[config.mk]
export PLATFORM = sky130hd
export DESIGN_NAME = dest_scoreboard_flat
export DESIGN_NICKNAME = d
export VERILOG_FILES = /design/src/rtl/dest_scoreboard_if.sv /design/src/rtl/dest_scoreboard.sv /design/src/flat_wrapper.sv
export SDC_FILE = /design/constraint.sdc
export NUM_CORES = 1
export LEC_CHECK = 0
export ABC_AREA = 1
export BUFFER_PORTS_ARGS = -buffer_cell sky130_fd_sc_hd__buf_2
export CAP_MARGIN = 0
export CORE_UTILIZATION = 30
export CTS_CLUSTER_SIZE = 16
export DETAILED_ROUTE_END_ITERATION = 6
export PLACE_DENSITY_LB_ADDON = 0.05
export SLEW_MARGIN = 30
export SYNTH_ARGS = -nofsm -noshare
export SYNTH_HDL_FRONTEND = slang
export SYNTH_SLANG_ARGS = --single-unit
[constraint.sdc]
create_clock -name clock -period 3.4 [get_ports clock]
set_input_delay 0.34 -clock clock [delete_from_list [all_inputs] [get_ports clock]]
set_output_delay 0.34 -clock clock [all_outputs]
set_load 0.01 [all_outputs]
[src/rtl/dest_scoreboard_if.sv]
// Issue/retire signal bundle between the issue stage and the destination scoreboard.
interface dest_scoreboard_if #(
    parameter int NUM_REGS = 32,
    parameter int REG_BITS = 5
);
    logic                flush;
    logic                hold;
    logic                issue_valid;
    logic                issue_has_dest;
    logic [REG_BITS-1:0] issue_rd;
    logic                issue_rs_used;
    logic [REG_BITS-1:0] issue_rs;
    logic                issue_rt_used;
    logic [REG_BITS-1:0] issue_rt;
    logic                hazard;
    logic                issue_accept;
    logic [NUM_REGS-1:0] busy_vec;
    logic                retire_valid;
    logic [REG_BITS-1:0] retire_rd;

    modport master (
        output flush, hold, issue_valid, issue_has_dest, issue_rd,
               issue_rs_used, issue_rs, issue_rt_used, issue_rt,
        input  hazard, issue_accept, busy_vec, retire_valid, retire_rd
    );

    modport slave (
        input  flush, hold, issue_valid, issue_has_dest, issue_rd,
               issue_rs_used, issue_rs, issue_rt_used, issue_rt,
        output hazard, issue_accept, busy_vec, retire_valid, retire_rd
    );
endinterface

[src/rtl/dest_scoreboard.sv]
// Register-destination scoreboard: tracks in-flight writers between issue and
// writeback, stalls issue on RAW hazards, retires entries at the last slot.
module dest_scoreboard #(
    parameter int NUM_REGS  = 32,
    parameter int REG_BITS  = 5,
    parameter int DEPTH     = 3,
    parameter int CNT_BITS  = 2,
    parameter int WB_BYPASS = 1
) (
    input  logic             clock,
    input  logic             reset,
    dest_scoreboard_if.slave sb
);

    logic                slot_vld_q [DEPTH];
    logic                slot_vld_d [DEPTH];
    logic [REG_BITS-1:0] slot_rd_q  [DEPTH];
    logic [REG_BITS-1:0] slot_rd_d  [DEPTH];
    logic [CNT_BITS-1:0] pending_q  [NUM_REGS];
    logic [CNT_BITS-1:0] pending_d  [NUM_REGS];
    logic [NUM_REGS-1:0] busy_vec_q;
    logic [NUM_REGS-1:0] busy_vec_d;

    logic                retire_valid;
    logic [REG_BITS-1:0] retire_rd;
    logic [CNT_BITS-1:0] rs_cnt;
    logic [CNT_BITS-1:0] rt_cnt;
    logic                rs_haz;
    logic                rt_haz;
    logic                hazard;
    logic                issue_accept;
    logic                tracked;

    // A register is pending unless its only outstanding writer retires this
    // very cycle and the register file write lands before the read.
    function automatic logic eff_pending(
        input logic [CNT_BITS-1:0] cnt,
        input logic [REG_BITS-1:0] r,
        input logic                rvld,
        input logic [REG_BITS-1:0] rrd,
        input logic                hold
    );
        logic busy;
        busy = (cnt != '0);
        if (WB_BYPASS != 0 && rvld && !hold && rrd == r && cnt == CNT_BITS'(1))
            busy = 1'b0;
        return busy;
    endfunction

    // Retire port, source lookups and the issue decision.
    always_comb begin
        retire_valid = slot_vld_q[DEPTH-1];
        retire_rd    = retire_valid ? slot_rd_q[DEPTH-1] : '0;
        rs_cnt       = '0;
        rt_cnt       = '0;
        for (int i = 0; i < NUM_REGS; i++) begin
            if (sb.issue_rs == REG_BITS'(i)) rs_cnt = pending_q[i];
            if (sb.issue_rt == REG_BITS'(i)) rt_cnt = pending_q[i];
        end
        rs_haz = sb.issue_rs_used && (sb.issue_rs != '0) &&
                 eff_pending(rs_cnt, sb.issue_rs, retire_valid, retire_rd, sb.hold);
        rt_haz = sb.issue_rt_used && (sb.issue_rt != '0) &&
                 eff_pending(rt_cnt, sb.issue_rt, retire_valid, retire_rd, sb.hold);
        hazard       = sb.issue_valid && (rs_haz || rt_haz);
        issue_accept = sb.issue_valid && !hazard && !sb.hold && !sb.flush;
        tracked      = issue_accept && sb.issue_has_dest && (sb.issue_rd != '0);
    end

    // Next state: flush clears everything, hold freezes, otherwise shift and count.
    always_comb begin
        slot_vld_d = slot_vld_q;
        slot_rd_d  = slot_rd_q;
        pending_d  = pending_q;
        if (sb.flush) begin
            for (int i = 0; i < DEPTH; i++) begin
                slot_vld_d[i] = 1'b0;
                slot_rd_d[i]  = '0;
            end
            for (int i = 0; i < NUM_REGS; i++) pending_d[i] = '0;
        end else if (!sb.hold) begin
            for (int i = DEPTH - 1; i > 0; i--) begin
                slot_vld_d[i] = slot_vld_q[i-1];
                slot_rd_d[i]  = slot_rd_q[i-1];
            end
            slot_vld_d[0] = tracked;
            slot_rd_d[0]  = tracked ? sb.issue_rd : '0;
            for (int i = 0; i < NUM_REGS; i++) begin
                // Simultaneous issue and retire of the same register nets to zero.
                if (tracked && sb.issue_rd == REG_BITS'(i) &&
                    !(retire_valid && retire_rd == REG_BITS'(i)))
                    pending_d[i] = pending_q[i] + CNT_BITS'(1);
                else if (retire_valid && retire_rd == REG_BITS'(i) &&
                         !(tracked && sb.issue_rd == REG_BITS'(i)))
                    pending_d[i] = pending_q[i] - CNT_BITS'(1);
            end
        end
        for (int i = 0; i < NUM_REGS; i++) busy_vec_d[i] = (pending_d[i] != '0);
    end

    // Control state: slot valids, pending counters, busy vector.
    always_ff @(posedge clock) begin
        if (reset) begin
            for (int i = 0; i < DEPTH; i++)    slot_vld_q[i] <= 1'b0;
            for (int i = 0; i < NUM_REGS; i++) pending_q[i]  <= '0;
            busy_vec_q <= '0;
        end else begin
            slot_vld_q <= slot_vld_d;
            pending_q  <= pending_d;
            busy_vec_q <= busy_vec_d;
        end
    end

    // Slot register indices; only meaningful alongside their valid bit.
    always_ff @(posedge clock) begin
        slot_rd_q <= slot_rd_d;
    end

    assign sb.hazard       = hazard;
    assign sb.issue_accept = issue_accept;
    assign sb.busy_vec     = busy_vec_q;
    assign sb.retire_valid = retire_valid;
    assign sb.retire_rd    = retire_rd;

endmodule

[src/flat_wrapper.sv]
// flat-port wrapper written by rule: the top's interface ports become plain ports
module dest_scoreboard_flat 
#(
    parameter int NUM_REGS  = 32,
    parameter int REG_BITS  = 5,
    parameter int DEPTH     = 3,
    parameter int CNT_BITS  = 2,
    parameter int WB_BYPASS = 1
)
  (clock, reset, sb_flush, sb_hold, sb_issue_valid, sb_issue_has_dest, sb_issue_rd, sb_issue_rs_used, sb_issue_rs, sb_issue_rt_used, sb_issue_rt, sb_hazard, sb_issue_accept, sb_busy_vec, sb_retire_valid, sb_retire_rd);
  dest_scoreboard_if #(.NUM_REGS(NUM_REGS), .REG_BITS(REG_BITS)) sb_i ();
  input  logic clock;
  input  logic reset;
  input wire logic [$bits(sb_i.flush)-1:0] sb_flush;
  input wire logic [$bits(sb_i.hold)-1:0] sb_hold;
  input wire logic [$bits(sb_i.issue_valid)-1:0] sb_issue_valid;
  input wire logic [$bits(sb_i.issue_has_dest)-1:0] sb_issue_has_dest;
  input wire logic [$bits(sb_i.issue_rd)-1:0] sb_issue_rd;
  input wire logic [$bits(sb_i.issue_rs_used)-1:0] sb_issue_rs_used;
  input wire logic [$bits(sb_i.issue_rs)-1:0] sb_issue_rs;
  input wire logic [$bits(sb_i.issue_rt_used)-1:0] sb_issue_rt_used;
  input wire logic [$bits(sb_i.issue_rt)-1:0] sb_issue_rt;
  output wire logic [$bits(sb_i.hazard)-1:0] sb_hazard;
  output wire logic [$bits(sb_i.issue_accept)-1:0] sb_issue_accept;
  output wire logic [$bits(sb_i.busy_vec)-1:0] sb_busy_vec;
  output wire logic [$bits(sb_i.retire_valid)-1:0] sb_retire_valid;
  output wire logic [$bits(sb_i.retire_rd)-1:0] sb_retire_rd;
  assign sb_i.flush = sb_flush;
  assign sb_i.hold = sb_hold;
  assign sb_i.issue_valid = sb_issue_valid;
  assign sb_i.issue_has_dest = sb_issue_has_dest;
  assign sb_i.issue_rd = sb_issue_rd;
  assign sb_i.issue_rs_used = sb_issue_rs_used;
  assign sb_i.issue_rs = sb_issue_rs;
  assign sb_i.issue_rt_used = sb_issue_rt_used;
  assign sb_i.issue_rt = sb_issue_rt;
  assign sb_hazard = sb_i.hazard;
  assign sb_issue_accept = sb_i.issue_accept;
  assign sb_busy_vec = sb_i.busy_vec;
  assign sb_retire_valid = sb_i.retire_valid;
  assign sb_retire_rd = sb_i.retire_rd;
  dest_scoreboard #(.NUM_REGS(NUM_REGS), .REG_BITS(REG_BITS), .DEPTH(DEPTH), .CNT_BITS(CNT_BITS), .WB_BYPASS(WB_BYPASS)) u_core (.clock(clock), .reset(reset), .sb(sb_i));
endmodule
==> summary.md <==
| Metric | Value |
|---|---|
| Gate Count Post-Synth | about 1,400 |
| Crit-path max cell delay | ~370 ps |
| Area grow syn2layout | 37.5% |
| Antenna violations before repair | 0 |
| Number of distinct library cells after synthesis | 36 |
| Unrepaired setup endpoints after global routing | true |
| Number of synthesized flops with an enable pin | 0 |
| Fillers | between 2,000 and 3,000 |
| Syn Std Cell Area | 0.00769 mm2 |
| Skew-Pair Late Insertion Delay | between 400 and 500 ps |
| Final HPWL DP | approximately 26 mm |
| CP Max Fanout | 5 |
| Hold WS | approximately 220 ps |
| Fin Setup TNS | -24,580 ps |
| Grt ovf | 0 |
| Leak | about 5.3 nW |
| R2r setup slk | -380 ps |
| WL/cell | around 18 um |
| Worst Setup EP | u_core.sb.busy_vec[19] |
| Top_reg_cell synth | dfxtp_1 |
| Clock Path Buffers | 2 |
| PD cells | 345 mW/mm2 |
| Die Footprint | approximately 0.026 mm2 |
| Post-synth net total | 1,381 |
| Cell depth of the worst flop-to-flop path | 32 |
| Startpoint class of the critical path | flop |
| Area of the core | roughly 0.025 mm2 |
| Root buffer cell | clkbuf_16 |
| Diodes inserted | 0 |
| Slew Limit Headroom | 0.435 |
| Maxcap violations | 0 |
| Register Area | around 0.0023 mm2 |
| Total GRT Usage | 0.262 |
| Vias in the first global route | a little under 9,000 |
| Tcrit/Tclk final | 1.11 |
| Clk sinks | ~110 |
| Multi-input gate area | between 0.004 and 0.005 mm2 |
| Outcome | finished with violations |
| First drt pass iteration count | 5 |
| Setup ws final | -376 ps |
| Largest net degree at the start of global routing | 62 |
| Layout cell share with drive strength beyond 1 | 0.245 |
| R2R Path End | u_core.sb.busy_vec[19] |
| Final setup fails | 95 |
| Worst vdd ir | 0.217 mV |
| TritonCTS buffer count | 17 |
| Num rows | 58 |
| Yosys reg bits | ~110 |
| # IOs | 63 |
| CP most frequent cell | nand2_1 |
| Worst Tran Pin Value | 848 ps |
| Final #Nets | ~1,600 |
| 1st-iter DRT viols | a little under 700 |
| Area leader, netlist | dfxtp_1 |
| Sequential area share after synthesis | 0.297 |
| Share of the synthesized area in the top cell type | 0.297 |
| Final WL | roughly 33 mm |
| Post-DR vias/cell | around 4.9 |
| Worst Setup SP | u_core.pending_q[63] |
| Hold_buf cts | 0 |
| CTS clk-pin slew, worst paths | approximately 60 ps |
| Area contributors post-synth | dfxtp_1 30%, nand2_1 21%, inv_1 12% |
| Endpoint class of the critical path | flop |
| Asr flop ratio synth | 0 |
| Chip width | 162 um |
| Top-count cell post-synth | nand2_1 |
| Worst hold path type | input pin to flop |
| Failing checks | setup timing |
| IO buf count | 62 |
| Critical-path top delay cell | dfxtp_4 |
| Die height | about 160 um |
| Syn Area/Cell | 5.67 um2 |
| Initial cell density of the core | 0.306 |
| ANT nets after route | 0 |
| Drc violations | 0 |
| GP Congestion | ~0.97 |
| Worst setup path class | flop to flop |
| CTS tree | built |
| Final Max Slew Viols | 0 |
| Worst endpoint required time | between 3000 and 4000 ps |
| Max frequency | roughly 0.26 GHz |
| Final Hold Fails | 0 |
| Global-route wire length before repair | 50.9 mm |
| Via Count | roughly 9,000 |
| Ys Warns | 0 |
| Depth of the CTS H-tree | 4 |
| Period minus WS final | around 3800 ps |
| Critical Path AT | slightly above 4000 ps |
| Commonest cells in the netlist | 436 x nand2_1, 237 x inv_1, 176 x nand3_1, 126 x nor2_1, 114 x dfxtp_1 |
| RR Startpoint | u_core.pending_q[63] |
| Final clock skew | around 11 ps |
[how the worst min path moves through the flow]
stage | from | to | slack, ps | cells after the start
after floorplan | u_core.slot_rd_q[10] | u_core.slot_rd_q[10] | 440 | 2
after global placement | u_core.slot_rd_q[10] | u_core.slot_rd_q[10] | 440 | 2
after detailed placement | u_core.slot_rd_q[10] | u_core.slot_rd_q[10] | 450 | 2
after CTS | sb_issue_rd[1] | u_core.slot_rd_q[11] | 210 | 3
after global routing | sb_issue_rd[1] | u_core.slot_rd_q[11] | 230 | 3
final | sb_issue_rd[1] | u_core.slot_rd_q[11] | 220 | 3
[stage by stage]
stage                     total power [mW]  cells  utilization  setup slack [ps]  cell area (um2)
after floorplan                       1.55   1358            -               350             7690
after global placement                1.73   1839        0.368              -648             9270
after detailed placement              1.73   1839        0.368              -658             9270
after CTS                             3.67   1878        0.410              -263            10300
after global routing                  3.76   1880        0.420              -596            10600
final                                 3.65   1880        0.420              -376            10600
[routing by layer]
metal  part of all wire  up-vias  GRT usage
li1                   -     4653          -
met2               0.46      234      0.433
met5                  0        -          0
met1               0.46     4211      0.341
met3              0.040       68     0.0340
met4              0.039        0      0.112
[placed cells by master (no fill, tap or decap), types with 3 or more instances in the layout]
master / Yosys / final
nand2_4: 0 / 19
xor2_1: 5 / 5
buf_12: 0 / 8
buf_6: 3 / 5
buf_4: 3 / 131
clkinv_4: 0 / 3
buf_2: 16 / 62
o2111ai_1: 3 / 3
inv_2: 4 / 7
nor2_2: 6 / 9
nand2_2: 2 / 47
o21ai_0: 23 / 21
nor2_1: 126 / 119
o22ai_1: 4 / 4
o21ai_2: 0 / 9
nand2_1: 436 / 372
dfxtp_1: 114 / 111
nand3b_1: 3 / 3
nor3_2: 1 / 3
nand3_4: 0 / 4
nand3_2: 1 / 25
o21ai_1: 12 / 4
nor4_1: 6 / 6
nor2_4: 2 / 6
clkbuf_16: 0 / 17
a21oi_1: 49 / 48
nand3_1: 176 / 148
nand4_1: 54 / 54
clkinvlp_4: 0 / 5
bufinv_16: 0 / 3
nor3_1: 31 / 29
inv_1: 237 / 232
[registers in the layout, summed over array words and instances, names as in the netlist]
| name | count |
|---|---|
| u_core.slot_vld_q | 2 |
| u_core.pending_q | 64 |
| u_core.sb.busy_vec | 32 |
| u_core.slot_rd_q | 15 |
| u_core.sb.retire_valid | 1 |
[where the power goes]
part	internal, mW	total (mW)	leakage [nW]	switching (mW)
logic	0.129	0.384	4.13	0.254
clock network	1.19	1.92	0.283	0.729
registers	1.34	1.34	0.921	0.00406
total	2.66	3.65	5.34	0.988
[cells by family after synthesis]
family	Yosys count	share of synthesized area
DFF	114	0.297
and+or+nand+nor	848	0.478
buffers and inverters	290	0.148
xor gates and xnor gates	5	0.00569
AOI/OAI and AO/OA	101	0.0714
[area by class of cell]
cell class                      count  area share
Clock buffer                       19      0.0428
Clock inverter                     12      0.0150
Inverter                          243      0.0867
Multi-Input combinational cell    954       0.453
Sequential cell                   114       0.216
Tap cell                          330      0.0390
Timing Repair Buffer              208       0.147
[worst max-delay path, delay by kind of cell, from the launching register on]
| family | cells | cell delay, ps |
|---|---|---|
| and+or+nand+nor | 28 | 2760 |
| buffers and inverters | 4 | 540 |
| DFF | 1 | 370 |
[what timing repair did]
action	in CTS	in global routing
hold endpoints to repair	0	0
cloned	2	0
pin swaps	26	37
setup buffers	6	3
endpoints found under the setup margin	98	101
gates resized for setup	91	74
Note: power is estimated with default switching activity, not from simulation.
